==> src/rtl/audio_pwm_dac.sv <==
// audio_pwm_dac: PCM sample FIFO feeding a PWM DAC for the board audio pins.
// Each sample sets the number of high cycles in one 2^SAMPLE_WIDTH-cycle PWM period.
// aud_sd enables the external amplifier whenever playback is enabled.
// Optional build macro AUD_UNDERFLOW_MIDSCALE_EN: on underflow the duty falls back to
// midscale (2^(W-1)) instead of repeating the last sample.
module audio_pwm_dac #(
    parameter int SAMPLE_WIDTH = 10,
    parameter int FIFO_DEPTH   = 8
) (
    input  logic                            clk,
    input  logic                            rst,
    input  logic [SAMPLE_WIDTH-1:0]         sample_in,
    input  logic                            sample_in_valid,
    output logic                            sample_in_ready,
    input  logic                            enable,
    output logic [$clog2(FIFO_DEPTH):0]     fifo_count,
    output logic                            underflow,
    input  logic                            underflow_clear,
    output logic                            aud_pwm,
    output logic                            aud_sd
);

    localparam int PW = $clog2(FIFO_DEPTH);
    localparam logic [SAMPLE_WIDTH-1:0] CNT_MAX = '1;
    localparam logic [PW:0] DEPTH_C = (PW + 1)'(FIFO_DEPTH);
`ifdef AUD_UNDERFLOW_MIDSCALE_EN
    localparam logic [SAMPLE_WIDTH-1:0] MIDSCALE = {1'b1, {(SAMPLE_WIDTH - 1){1'b0}}};
`endif

    typedef enum logic [1:0] {
        IDLE  = 2'd0,
        PRIME = 2'd1,
        RUN   = 2'd2
    } state_t;

    state_t                  state;
    logic [SAMPLE_WIDTH-1:0] mem [FIFO_DEPTH];
    logic [PW-1:0]           wr_ptr;
    logic [PW-1:0]           rd_ptr;
    logic [SAMPLE_WIDTH-1:0] cnt;
    logic [SAMPLE_WIDTH-1:0] duty;
    logic                    push;
    logic                    pop;
    logic                    fifo_empty;
    logic                    period_end;
    logic                    underflow_set;

    // Ready decodes only the registered count: a full FIFO refuses a push even when a pop
    // happens in the same cycle.
    assign sample_in_ready = (fifo_count < DEPTH_C);
    assign push            = sample_in_valid && sample_in_ready;
    assign fifo_empty      = (fifo_count == '0);
    assign period_end      = (state == RUN) && enable && (cnt == CNT_MAX);
    assign pop             = !fifo_empty && (period_end || ((state == PRIME) && enable));
    assign underflow_set   = period_end && fifo_empty;

    // Sample storage; contents need no reset since occupancy is tracked separately.
    always_ff @(posedge clk) begin
        if (push) begin
            mem[wr_ptr] <= sample_in;
        end
    end

    // FIFO pointers wrap naturally (power-of-two depth); count tracks occupancy.
    always_ff @(posedge clk or posedge rst) begin
        if (rst) begin
            wr_ptr     <= '0;
            rd_ptr     <= '0;
            fifo_count <= '0;
        end else begin
            if (push) begin
                wr_ptr <= wr_ptr + 1'b1;
            end
            if (pop) begin
                rd_ptr <= rd_ptr + 1'b1;
            end
            case ({push, pop})
                2'b10:   fifo_count <= fifo_count + 1'b1;
                2'b01:   fifo_count <= fifo_count - 1'b1;
                default: fifo_count <= fifo_count;
            endcase
        end
    end

    // Playback FSM with the period counter, duty register and registered pin outputs.
    always_ff @(posedge clk or posedge rst) begin
        if (rst) begin
            state   <= IDLE;
            cnt     <= '0;
            duty    <= '0;
            aud_pwm <= 1'b0;
            aud_sd  <= 1'b0;
        end else begin
            aud_pwm <= (state == RUN) && (cnt < duty);
            aud_sd  <= (state != IDLE);
            case (state)
                IDLE: begin
                    cnt <= '0;
                    if (enable) begin
                        state <= PRIME;
                    end
                end
                PRIME: begin
                    cnt <= '0;
                    if (!enable) begin
                        state <= IDLE;
                    end else if (!fifo_empty) begin
                        duty  <= mem[rd_ptr];
                        state <= RUN;
                    end
                end
                RUN: begin
                    if (!enable) begin
                        state <= IDLE;
                        cnt   <= '0;
                    end else begin
                        cnt <= cnt + 1'b1;
                        if (cnt == CNT_MAX) begin
                            if (!fifo_empty) begin
                                duty <= mem[rd_ptr];
                            end else begin
`ifdef AUD_UNDERFLOW_MIDSCALE_EN
                                duty <= MIDSCALE;
`else
                                duty <= duty;
`endif
                            end
                        end
                    end
                end
                default: begin
                    state <= IDLE;
                    cnt   <= '0;
                end
            endcase
        end
    end

    // Sticky underflow flag; a new underflow beats a simultaneous clear.
    always_ff @(posedge clk or posedge rst) begin
        if (rst) begin
            underflow <= 1'b0;
        end else if (underflow_set) begin
            underflow <= 1'b1;
        end else if (underflow_clear) begin
            underflow <= 1'b0;
        end
    end

endmodule
==> config.mk <==
export PLATFORM = sky130hd
export DESIGN_NAME = audio_pwm_dac
export DESIGN_NICKNAME = d
export VERILOG_FILES = /design/src/rtl/audio_pwm_dac.sv
export SDC_FILE = /design/constraint.sdc
export NUM_CORES = 1
export LEC_CHECK = 0
export ABC_AREA = 1
export CAP_MARGIN = 20
export CORE_MARGIN = 4
export CORE_UTILIZATION = 60
export CTS_CLUSTER_DIAMETER = 100
export DETAILED_ROUTE_END_ITERATION = 8
export PLACE_DENSITY = 0.79
export REMOVE_ABC_BUFFERS = 1
export SYNTH_ARGS = -nofsm -noshare
export SYNTH_HDL_FRONTEND = slang
export SYNTH_SLANG_ARGS = --single-unit
==> constraint.sdc <==
create_clock -name clk -period 4.3 [get_ports clk]
set_input_delay 1.075 -clock clk [delete_from_list [all_inputs] [get_ports clk]]
set_output_delay 1.075 -clock clk [all_outputs]
set_load 0.03 [all_outputs]
==> impl_results.md <==
- Status: complete, no violations
- Core area: 0.00876 mm2
- Post-Place Cell Area: about 0.0057 mm2
- Drt initial violations: between 300 and 400
- RSZ-0062 raised after global routing: no
- Yosys Warn Count: 0
- Register bit total from synthesis: 115
- Root Buffer: clkbuf_8
- CTS Buf Count: 17
- CTS tree: yes
- Initial antenna violation count: 0
- Setup Fix Bufs, Post-CTS: 0
- Max clock buf depth: 2
- Critical path class: input port to flip-flop
- Clock Skew: 9.65 ps
- Family with the most delay on the worst path: adder cells
- Finished Cell Area: 0.00637 mm2
- Final wirelength: 11500 um
- Vias per std cell: between 5 and 6
- HPWL Detailed: 7300 um
- Critical path launch point: enable
- Via Count: 3862
- FP Rows: 34
- Crit path top cell by count: nand2_1
- Antenna-violating nets left: 0
- Reg clk slew, reported paths: 60 ps
- Register-to-Register Path Depth: 12
- Hold path startpoint: duty[9]$_DFFE_PP0P_
- Required @ worst endpoint: 4710 ps
- Vias in the first global route: 3797
- Gate Count Post-Synth: 583
- Die area: between 0.01 and 0.015 mm2
- Post-Place Setup Slack: 779 ps
- Worst-Skew Late Latency: about 520 ps
- Hold/Removal Path Class: flip-flop to flip-flop
- Crit share post-route: 0.700
- Final hold viol count: 0
- Port bufs: 22
- Netlist Area Pre-Place: about 0.0054 mm2
- First-pass GRT wire length: 18700 um
- Post-synth top area share: 0.442
- Max-Cap Viols: 0
- VDD IR max: 0.437 mV
- FF-to-FF Start: cnt[0]$_DFF_PP0_
- Post-layout minimum cycle time: 3010 ps
- Post-synth cell types: 31
- Largest net degree at the start of global routing: 44
- Final Setup Violations: 0
- Reg2reg setup slack: 1740 ps
- Worst-margin pin slew: 994 ps
- PwrDens: 662 mW/mm2
- IO Pins: 23
- Critical R2R Capture: fifo_count[3]$_DFFE_PP0P_
- Slowest stage delay, CP: 520 ps
- Crit start category: input port
- Initial Util: 0.620
- Die height: 103 um
- Syn Area/Cell: 9.32 um2
- Post-synth top flop: edfxtp_1
- Fmax: between 300 and 400 MHz
- Synth cell count leaders: nand2_1 (208), inv_1 (115), edfxtp_1 (80), nand3_1 (47), dfrtp_1 (35)
- Worst Path Max Fanout: 14
- Post-synth EDFFs: 80
- Grt ovf: 0
- Crit path cell chain: clkdlybuf4s50_1 > nand3_2 > nand2_1 > nand2_1 > a21oi_4 > ha_1 > ha_1 > a21oi_1 > nand2_1 > xnor2_1 > nand2_1 > nand2_1
- Synth area leaders: edfxtp_1 (44%), dfrtp_1 (16%), nand2_1 (14%)
- Critical Path End: fifo_count[3]$_DFFE_PP0P_
- Post-CTS sizing: 0
- Seq/Total Area, Yosys: 0.603
- Final Wtd Congestion: 0.825
- Final setup TNS: 0 ps
- Cell accounting for the most synthesized area: edfxtp_1
- Final WS setup: approximately 1300 ps
- Total power: 4210 uW
- Layout cells sized above 1: 0.0721
- Crit path DAT: roughly 3400 ps
- Number of nets in the layout: between 600 and 700
- Relative slew slack: 0.335
- WP buf/inv: 1
- Clock sink count: 115
- Die width: between 100 and 150 um
- Layout area overhead: 17.2%
- Ant diodes: 0
- Pins Over Slew Limit: 0
- GRT Total Usage: 0.239
- 1st-pass router iterations: 5
- Hold-fix buffers at CTS: 0
- DR WL/cell: between 15 and 20 um
- Drt drc: 0
- Crit end category: flip-flop
- Top-count cell post-synth: nand2_1
- CP max-delay cell: clkdlybuf4s50_1
- CTS H-tree depth: 4
- Pleak: 0.00310 uW
- Stages on worst setup path: 12
- FFs w/ async S/R, synth: 0.304
layout make-up:
class                      count  area [um2]
clock buffer                  18         418
clock inverter                14         181
fill                         605        2400
inverter                     116         435
multi-input combinational    335        1630
sequential                   115        3280
tap                          108         135
timing repair buffer          26         290
state kept, by name (all words and copies together) (netlist names):
register / cells
duty: 10
wr_ptr: 3
aud_pwm: 1
underflow: 1
state: 2
cnt: 10
mem: 80
rd_ptr: 3
aud_sd: 1
fifo_count: 4
per-layer routing:
layer | track usage | part of all wire | up-vias
met4 | 0.0906 | 0.024 | 0
met3 | 0.0650 | 0.061 | 28
met2 | 0.383 | 0.49 | 123
li1 | - | - | 1876
met1 | 0.315 | 0.42 | 1835
met5 | 0 | 0 | -
worst min-delay path by stage:
stage | to | slack (ps) | cells after the start
final | duty[9]$_DFFE_PP0P_ | 480 | 2
after global routing | duty[3]$_DFFE_PP0P_ | 500 | 2
after CTS | duty[9]$_DFFE_PP0P_ | 480 | 2
after detailed placement | duty[9]$_DFFE_PP0P_ | 470 | 2
after global placement | duty[9]$_DFFE_PP0P_ | 470 | 2
after floorplan | cnt[0]$_DFF_PP0_ | 450 | 1
power by group:
| group | internal, uW | switching [uW] |
|---|---|---|
| Sequential | 1400 | 135 |
| Clock | 889 | 520 |
| Combinational | 428 | 844 |
| Total | 2710 | 1500 |
worst reg2reg max path: stages (launching register included):
cell	delay [ps]
dfrtp_1	400
ha_1	190
nand2_1	140
nor2_8	170
nand3_4	110
a21oi_4	330
ha_1	330
ha_1	300
a21oi_1	170
nand2_1	80
xnor2_1	120
nand2_1	60
nand2_1	40
layout by cell type (no fill, tap or decap), types with 11 or more instances in the layout:
cell type and count:
nand2_1 208, inv_1 115, edfxtp_1 80, nand3_1 47
dfrtp_1 35, nor2_1 22, clkdlybuf4s50_1 22, clkbuf_16 16
ha_1 15, a21oi_1 11
stage by stage:
step                utilization  cells  hold slack [ps]
floorplan                     -    566              448
global placement          0.652    698              468
detailed placement        0.655    699              466
CTS                       0.723    731              482
global route              0.727    732              504
finish                    0.727    732              480
logic make-up (layout without fill, tap and decap cells):
logic type | after synthesis | after routing | share of synthesized area
AO/OA/AOI/OAI | 25 | 25 | 0.0272
XOR/XNOR | 6 | 6 | 0.00967
adder cells (fa/ha/maj) | 16 | 16 | 0.0382
buffers and inverters | 133 | 174 | 0.0969
flip-flops | 115 | 115 | 0.603
AND/OR/NAND/NOR | 288 | 288 | 0.225
(Power assumes the default switching activity.)
